File: src/rtl/fadd_arbiter.sv
// Round-robin front end that shares one fixed-latency fadd pipeline among NREQ
// requesters and routes each result back using a tag pipeline matched to LAT.
module fadd_arbiter #(
  parameter int NREQ = 4,
  parameter int N    = 32,
  parameter int LAT  = 3,
  parameter int IDW  = $clog2(NREQ)
) (
  input  logic              clk,
  input  logic              rst_n,
  input  logic [NREQ-1:0]   req_valid,
  input  logic [NREQ*N-1:0] req_op1,
  input  logic [NREQ*N-1:0] req_op2,
  output logic [NREQ-1:0]   req_ready,
  input  logic              hold,
  output logic              fadd_en,
  output logic [N-1:0]      fadd_op1,
  output logic [N-1:0]      fadd_op2,
  input  logic              fadd_res_val,
  input  logic [N-1:0]      fadd_res,
  output logic [NREQ-1:0]   resp_valid,
  output logic [IDW-1:0]    resp_id,
  output logic [N-1:0]      resp_data,
  output logic              idle,
  output logic              err
);

  // Handshake: requester i transfers on the rising edge where
  // req_valid[i] & req_ready[i]; operands must stay stable while req_valid is high.

  logic [IDW-1:0] rr_ptr;
  logic [IDW-1:0] grant_id;
  logic           found;
  logic           xfer;
  logic [LAT:0]   tag_vld;
  logic [IDW-1:0] tag_id [LAT+1];

  function automatic logic [IDW-1:0] wrap_inc(input logic [IDW-1:0] base, input int step);
    int s;
    s = int'(base) + step;
    if (s >= NREQ) s = s - NREQ;
    return IDW'(s);
  endfunction

  // Search from rr_ptr; nothing is granted while held or in reset.
  always_comb begin
    req_ready = '0;
    grant_id  = '0;
    found     = 1'b0;
    for (int k = 0; k < NREQ; k++) begin
      if (!found && rst_n && !hold && req_valid[wrap_inc(rr_ptr, k)]) begin
        found    = 1'b1;
        grant_id = wrap_inc(rr_ptr, k);
      end
    end
    if (found) req_ready[grant_id] = 1'b1;
  end

  assign xfer = |(req_valid & req_ready);

  always_ff @(posedge clk) begin
    if (!rst_n) begin
      rr_ptr   <= '0;
      fadd_en  <= 1'b0;
      fadd_op1 <= '0;
      fadd_op2 <= '0;
      tag_vld  <= '0;
      err      <= 1'b0;
      for (int k = 0; k <= LAT; k++) tag_id[k] <= '0;
    end else begin
      fadd_en   <= xfer;
      tag_vld   <= {tag_vld[LAT-1:0], xfer};
      tag_id[0] <= grant_id;
      for (int k = 1; k <= LAT; k++) tag_id[k] <= tag_id[k-1];
      if (xfer) begin
        rr_ptr   <= wrap_inc(grant_id, 1);
        fadd_op1 <= req_op1[int'(grant_id)*N +: N];
        fadd_op2 <= req_op2[int'(grant_id)*N +: N];
      end
      // A result without a matching tag (or vice versa) means the pipelines desynced.
      if (fadd_res_val != tag_vld[LAT]) err <= 1'b1;
    end
  end

  always_comb begin
    resp_valid = '0;
    if (tag_vld[LAT] && fadd_res_val) resp_valid[tag_id[LAT]] = 1'b1;
  end

  assign resp_id   = tag_id[LAT];
  assign resp_data = fadd_res;
  assign idle      = ~|tag_vld;

endmodule

File: config.mk
export PLATFORM = sky130hd
export DESIGN_NAME = fadd_arbiter
export DESIGN_NICKNAME = d
export VERILOG_FILES = /design/src/rtl/fadd_arbiter.sv
export SDC_FILE = /design/constraint.sdc
export NUM_CORES = 1
export LEC_CHECK = 0
export ABC_AREA = 1
export CORE_AREA = 4 4 156 158
export CTS_BUF_LIST = sky130_fd_sc_hd__clkbuf_8
export DETAILED_ROUTE_END_ITERATION = 12
export DIE_AREA = 0 0 160 162
export DONT_BUFFER_PORTS = 1
export RECOVER_POWER = 50
export SETUP_SLACK_MARGIN = 0.5
export SYNTH_ARGS = -nofsm -noshare
export SYNTH_HDL_FRONTEND = slang
export SYNTH_SLANG_ARGS = --single-unit
File: constraint.sdc
create_clock -name clk -period 3.39 [get_ports clk]
set_input_delay 0.1695 -clock clk [delete_from_list [all_inputs] [get_ports clk]]
set_output_delay 0.1695 -clock clk [all_outputs]
set_load 0.05 [all_outputs]
==> impl_metrics.py, run 1 <==
metrics = {
    "status": {
        "status": "completed",
    },
    "sta": {
        "tightestPinTransition_ns": 0.892,
        "final_hold_viol_count": 0,
        "fin_tns_setup_ns": 0,
        "worst_slack_ns": 0.786,
        "period_needed_ns": 2.60,
        "fin_crit_sh": 0.768,
        "grt_setup_unrepaired": "no",
        "skew_ns": 0.0167,
        "slew_viol_final": 0,
        "slew-limit-headroom": 0.402,
        "finalSetupViolCount": 0,
        "max_freq_mhz": 384,
    },
    "synth": {
        "netlist_instances": 1121,
        "synth_top_area_share": 0.353,
        "synth_nets": 1418,
        "post-synth-top-count-cell": "nand2_1",
        "synth_seq_cells": 79,
        "syn_area_mm2": 0.00615,
        "async_reset_ff_frac": 0,
        "netlist.top_cell.by_area": "nand2_1",
        "synth_edf_count": 0,
        "synth_warnings": 0,
        "ys.flop_type": "dfxtp_1",
        "synthDistinctLibCells": 27,
        "avgSynthCellArea_um2": 5.49,
        "ys_top_cells_by_count": "nand2_1 (579), inv_1 (121), nand3_1 (119)",
        "synthTopCellsByArea": "nand2_1 (35%), dfxtp_1 (26%), nand3_1 (9.7%), inv_1 (7.4%), buf_4 (4.6%)",
        "yosysSeqAreaShare": 0.257,
    },
    "power": {
        "cellInternalPower_mw": 2.64,
        "pwr-share-clk": 0.103,
        "leakage_nw": 3.78,
        "p_per_area_mw_per_mm2": 1040,
        "switchingPower_mw": 4.01,
        "switching_share": 0.603,
        "ir_worst_vdd_mv": 0.329,
        "power_mw": 6.64,
        "pwr-share-comb": 0.521,
        "p_seq_frac": 0.376,
    },
    "global_routing": {
        "grt_max_degree": 71,
        "grt_pass1_wl_um": 32000,
        "antenna_found_initial": 1,
        "grt_pass1_vias": 5759,
        "grt_usage": 0.157,
        "globalRouteOverflowTotal": 0,
    },
    "placed_design": {
        "place_congestion": 0.852,
        "portBuffers": 0,
        "dp_hpwl_um": 14600,
        "place_ws_ns": 0.581,
    },
    "clocking": {
        "cts_root_buffer": "clkbuf_8",
        "cts_made_buffers": 9,
        "tritoncts": "done",
        "path_clk_slew_ns": 0.10,
        "clk_latency_ns": 0.37,
        "htreeDepth": 3,
        "cts_sinks": 79,
        "clockBufferDepth": 2,
    },
    "die": {
        "io_pins": 405,
        "die_area_mm2": 0.0259,
        "rows": 56,
        "core_area_mm2": 0.0231,
        "die_h_um": 162,
        "start_util": 0.266,
        "die_w_um": 160,
    },
    "route": {
        "drtPass1Iterations": 5,
        "vias_per_cell": 4.73,
        "drt-initial-drc-count": 492,
        "wl_per_cell_um": 16.2,
        "routed_wl_um": 21900,
        "drc": 0,
        "ant_nets": 0,
        "vias": 6413,
    },
    "critical_path": {
        "cp_max_fo": 21,
        "cp_data_arrival_time_ns": 2.43,
        "critical_path.startpoint_type": "flip-flop",
        "cp-end-kind": "primary output",
        "cp.required_ns": 3.22,
        "criticalPathCategory": "reg -> out",
    },
    "final_layout": {
        "area_growth_syn_to_layout_pct": 3.74,
        "drive_gt1_frac": 0.0583,
        "layout.nets": 1356,
    },
    "flow_run": {
        "drv_cap": 0,
    },
    "hold_path": {
        "hold_path_class": "in -> reg",
    },
}
## sequential cells by signal (all words and copies together) (netlist names)
register  flops
err           1
fadd_op2     32
rr_ptr        2
tag_vld       4
tag_id        8
fadd_op1     32
## routing by layer
| layer | wire, um | part of all wire | GRT usage |
|---|---|---|---|
| met1 | 9050 | 0.41 | 0.191 |
| met2 | 10600 | 0.48 | 0.264 |
| met3 | 1760 | 0.080 | 0.0452 |
| met4 | 526 | 0.024 | 0.0555 |
| met5 | 7 | 0.00032 | 0 |
## cell families (layout without fill, tap and decap cells)
group	after synthesis	count (layout)	synth area share
simple gates	757	758	0.502
buf+inv	230	172	0.193
flops	79	79	0.257
compound gates	54	54	0.0454
fa+ha+maj	1	1	0.00203
other cells	0	1	0
## cell type report
cell class,instances,area (um^2)
antenna,1,2.50
timing repair buffer,30,340
inverter,126,478
multi-input combinational,813,3440
tap,290,363
clock inverter,6,37.5
fill,2602,16700
clock buffer,10,138
sequential,79,1590
## power by group through the flow
stage / combinational, mW / clock [mW] / sequential, mW
2_1_floorplan: 2.96 / 0 / 2.39
3_3_place_gp: 3.34 / 0 / 2.52
3_5_place_dp: 3.37 / 0 / 2.52
4_1_cts: 3.41 / 0.731 / 2.51
5_1_grt: 3.98 / 0.765 / 2.54
6_report: 3.46 / 0.685 / 2.50
## through the flow
step / hold slack (ns) / util / cell area, um^2 / cells
floorplan: 0.350 / - / 6150 / 1121
global placement: 0.273 / 0.262 / 6050 / 1327
detailed placement: 0.280 / 0.262 / 6050 / 1327
CTS: 0.000562 / 0.274 / 6330 / 1352
global route: 0.00705 / 0.276 / 6380 / 1354
finish: 0.0405 / 0.276 / 6380 / 1355
## cells in the final DEF (no fill, tap or decap), types with 3 or more instances in the layout
cell type / Yosys / layout
nand2_2: 5 / 4
o21ai_0: 49 / 49
nor2_1: 37 / 37
buf_4: 38 / 13
nor3_1: 5 / 3
dlygate4sd3_1: 0 / 8
nand4_1: 3 / 3
nor2_4: 3 / 3
inv_2: 5 / 3
dfxtp_1: 79 / 78
nor3_2: 1 / 3
nand3_1: 119 / 118
buf_12: 0 / 7
nand2_1: 579 / 579
clkbuf_8: 0 / 10
inv_1: 121 / 122
## final timing paths
kind	start	endpoint	slack (ns)	cells after the start
setup / recovery	rr_ptr[1]$_SDFFE_PN0P_	req_ready[1]	0.79	15
hold / removal	rst_n	fadd_op2[31]$_SDFFE_PN0P_	0.04	4
setup reg to reg	rr_ptr[0]$_SDFFE_PN0P_	fadd_op1[25]$_SDFFE_PN0P_	0.88	16
hold reg to reg	tag_id[0][0]$_SDFF_PN0_	tag_id[0][2]$_SDFF_PN0_	0.41	2
## what timing repair did
item / 4_1_cts / 5_1_grt
buffers inserted: 0 / 1
gates cloned: 0 / 1
hold endpoints to repair: 35 / 0
endpoints found under the setup margin: 2 / 53
gates resized for setup: 2 / 6
pin swaps: 0 / 2
hold buffers: 9 / 0
## worst max-delay path, cell delays in order (launching register included)
cell	delay, ns
dfxtp_1	0.51
inv_2	0.12
nand2_1	0.09
nand2_1	0.11
nand2_1	0.10
nand2_1	0.07
nor2_1	0.15
nand2_1	0.07
nand2_1	0.06
nand2_1	0.04
nand2_1	0.07
nand2_2	0.07
inv_4	0.22
nand2_1	0.12
inv_1	0.12
buf_12	0.14
(Power assumes the default switching activity.)
==> run 2: changes to the inputs <==
- CORE_AREA: 4 4 156 158 -> 4 4 154 156
- DIE_AREA: 0 0 160 162 -> 0 0 158 160
- clock period: 3.39 -> 2.1 ns (I/O delays scaled with it)
==> impl_metrics.py, run 2 (synthesized netlist as in run 1, its figures left out) <==
metrics = {
    "status": {
        "status": "complete, but fails checks",
        "violations": "negative setup slack",
    },
    "die": {
        "rows": 55,
        "die_area_mm2": 0.0253,
        "die_w_um": 158,
        "start_util": 0.275,
        "io_pins": 405,
        "core_area_mm2": 0.0224,
        "die_h_um": 160,
    },
    "route": {
        "ant_nets": 0,
        "drc": 0,
        "drtPass1Iterations": 5,
        "drt-initial-drc-count": 583,
        "vias": 7242,
        "routed_wl_um": 27000,
        "wl_per_cell_um": 18.5,
        "vias_per_cell": 4.98,
    },
    "hold_path": {
        "min_from": "req_op2[89]",
        "min_to": "fadd_op2[25]$_SDFFE_PN0P_",
        "hold_path_class": "in -> reg",
        "hold_depth": 6,
    },
    "sta": {
        "finalSetupViolCount": 67,
        "worst_slack_ns": -0.219,
        "final_hold_viol_count": 0,
        "grt_setup_unrepaired": "yes",
        "tightestPinTransition_ns": 0.779,
        "fin_tns_setup_ns": -6.68,
        "hold_slack_ns": 0.0164,
        "skew_ns": 0.0136,
        "fin_crit_sh": 1.10,
        "period_needed_ns": 2.32,
        "max_freq_mhz": 431,
        "slew-limit-headroom": 0.481,
        "slew_viol_final": 0,
    },
    "global_routing": {
        "grt_pass1_wl_um": 37500,
        "grt_max_degree": 66,
        "antenna_found_initial": 0,
        "grt_usage": 0.192,
        "globalRouteOverflowTotal": 0,
        "grt_pass1_vias": 6727,
    },
    "placed_design": {
        "dp_hpwl_um": 15300,
        "place_congestion": 0.894,
        "place_ws_ns": -0.0356,
        "portBuffers": 0,
        "post_dp_cell_area_mm2": 0.00640,
    },
    "clocking": {
        "htreeDepth": 3,
        "clockBufferDepth": 2,
        "cts_root_buffer": "clkbuf_8",
        "cts_made_buffers": 9,
        "clk_latency_ns": 0.37,
        "path_clk_slew_ns": 0.09,
        "cts_sinks": 79,
        "tritoncts": "done",
    },
    "critical_path": {
        "cp.required_ns": 2.00,
        "cp-end-kind": "primary output",
        "worstReg2RegEnd": "fadd_op2[9]$_SDFFE_PN0P_",
        "cp_max_fo": 7,
        "cp_data_arrival_time_ns": 2.21,
        "reg2reg_depth": 19,
        "criticalPathCategory": "reg -> out",
        "critical_path.startpoint_type": "flip-flop",
        "r2r-start": "rr_ptr[0]$_SDFFE_PN0P_",
        "reg2reg_slack_ns": -0.18,
    },
    "final_layout": {
        "drive_gt1_frac": 0.300,
        "final_cell_mix": "nand2_1 (422), nand2_2 (129), inv_1 (120), nand3_1 (86), dfxtp_1 (77)",
        "final-seq-area_mm2": 0.00159,
        "diodes": 0,
        "final_common_cell": "nand2_1",
        "final_area_mm2": 0.00906,
        "reg_top3": "fadd_op1: 32 flops, fadd_op2: 32 flops, tag_id: 8 flops",
        "area_growth_syn_to_layout_pct": 47.3,
        "multi_input_area_mm2": 0.00423,
        "finish.utilization": 0.405,
        "fillers": 2291,
        "layout.nets": 1462,
    },
    "flow_run": {
        "drv_cap": 0,
    },
    "power": {
        "switchingPower_mw": 8.55,
        "leakage_nw": 4.89,
        "pwr-share-clk": 0.082,
        "ir_worst_vdd_mv": 0.600,
        "p_seq_frac": 0.244,
        "switching_share": 0.520,
        "cellInternalPower_mw": 7.91,
        "p_per_area_mw_per_mm2": 1820,
        "pwr-share-comb": 0.674,
    },
}
==> run 2: cell count changes in the layout (fill, tap and decap cells not counted), moves of 19 or more <==
cell and change:
nand2_4 +31, nand3_2 +31, nand2_2 +125, buf_12 +19
buf_16 +25, o21ai_1 +19, nand3_1 -32, o21ai_0 -21
nand2_1 -157
==> run 2: power groups by stage <==
stage	Sequential, mW	Clock [mW]	Combinational, mW
after global routing	4.06	1.46	12.0
after global placement	4.04	0	6.06
final	4.02	1.36	11.1
after floorplan	3.88	0	5.05
after detailed placement	4.03	0	6.14
after CTS	4.02	1.41	9.75
==> run 2: worst max-delay path, cell delays in order, from the launching register on <==
cell,delay (ns)
dfxtp_4,0.38
buf_12,0.15
nand2_4,0.06
nand2_4,0.06
inv_2,0.05
nand2_2,0.05
nand2_2,0.09
nand4_1,0.17
nand3_2,0.18
nand2_4,0.08
buf_8,0.13
buf_12,0.12
nand2_4,0.08
clkinvlp_4,0.23
==> run 2: repair_timing <==
item                                    CTS  global route
endpoints found under the setup margin   74            73
hold buffers                             25             0
hold endpoints to repair                 75             0
setup buffers                            28             9
gates cloned                             24             9
pin swaps                               105            58
gates resized for setup                 189           125
==> run 2: worst max-delay path by stage <==
stage | endpoint | cells past startpoint | start
after floorplan | req_ready[0] | 13 | rr_ptr[0]$_SDFFE_PN0P_
after global placement | fadd_op2[28]$_SDFFE_PN0P_ | 17 | rr_ptr[0]$_SDFFE_PN0P_
after detailed placement | fadd_op2[28]$_SDFFE_PN0P_ | 17 | rr_ptr[0]$_SDFFE_PN0P_
after CTS | req_ready[0] | 14 | rr_ptr[0]$_SDFFE_PN0P_
after global routing | req_ready[0] | 12 | rr_ptr[0]$_SDFFE_PN0P_
final | req_ready[2] | 13 | rr_ptr[0]$_SDFFE_PN0P_
==> run 2: layout make-up <==
class	count	area share
Inverter	126	0.0555
Clock inverter	5	0.00801
Multi-Input combinational cell	812	0.468
Tap cell	285	0.0394
Timing Repair Buffer	137	0.237
Sequential cell	79	0.175
Clock buffer	11	0.0167
==> run 2: through the flow <==
stage | total power [mW] | cells
2_1_floorplan | 8.92 | 1121
3_3_place_gp | 10.1 | 1344
3_5_place_dp | 10.2 | 1344
4_1_cts | 15.2 | 1437
5_1_grt | 17.5 | 1455
6_report | 16.5 | 1455
==> run 2: metal layers <==
| layer | vias up | share of wire | track usage |
|---|---|---|---|
| met3 | 54 | 0.081 | 0.0409 |
| met4 | 0 | 0.024 | 0.0651 |
| met2 | 392 | 0.52 | 0.341 |
| met1 | 3350 | 0.38 | 0.227 |
| met5 | - | 0 | 0 |
| li1 | 3446 | - | - |
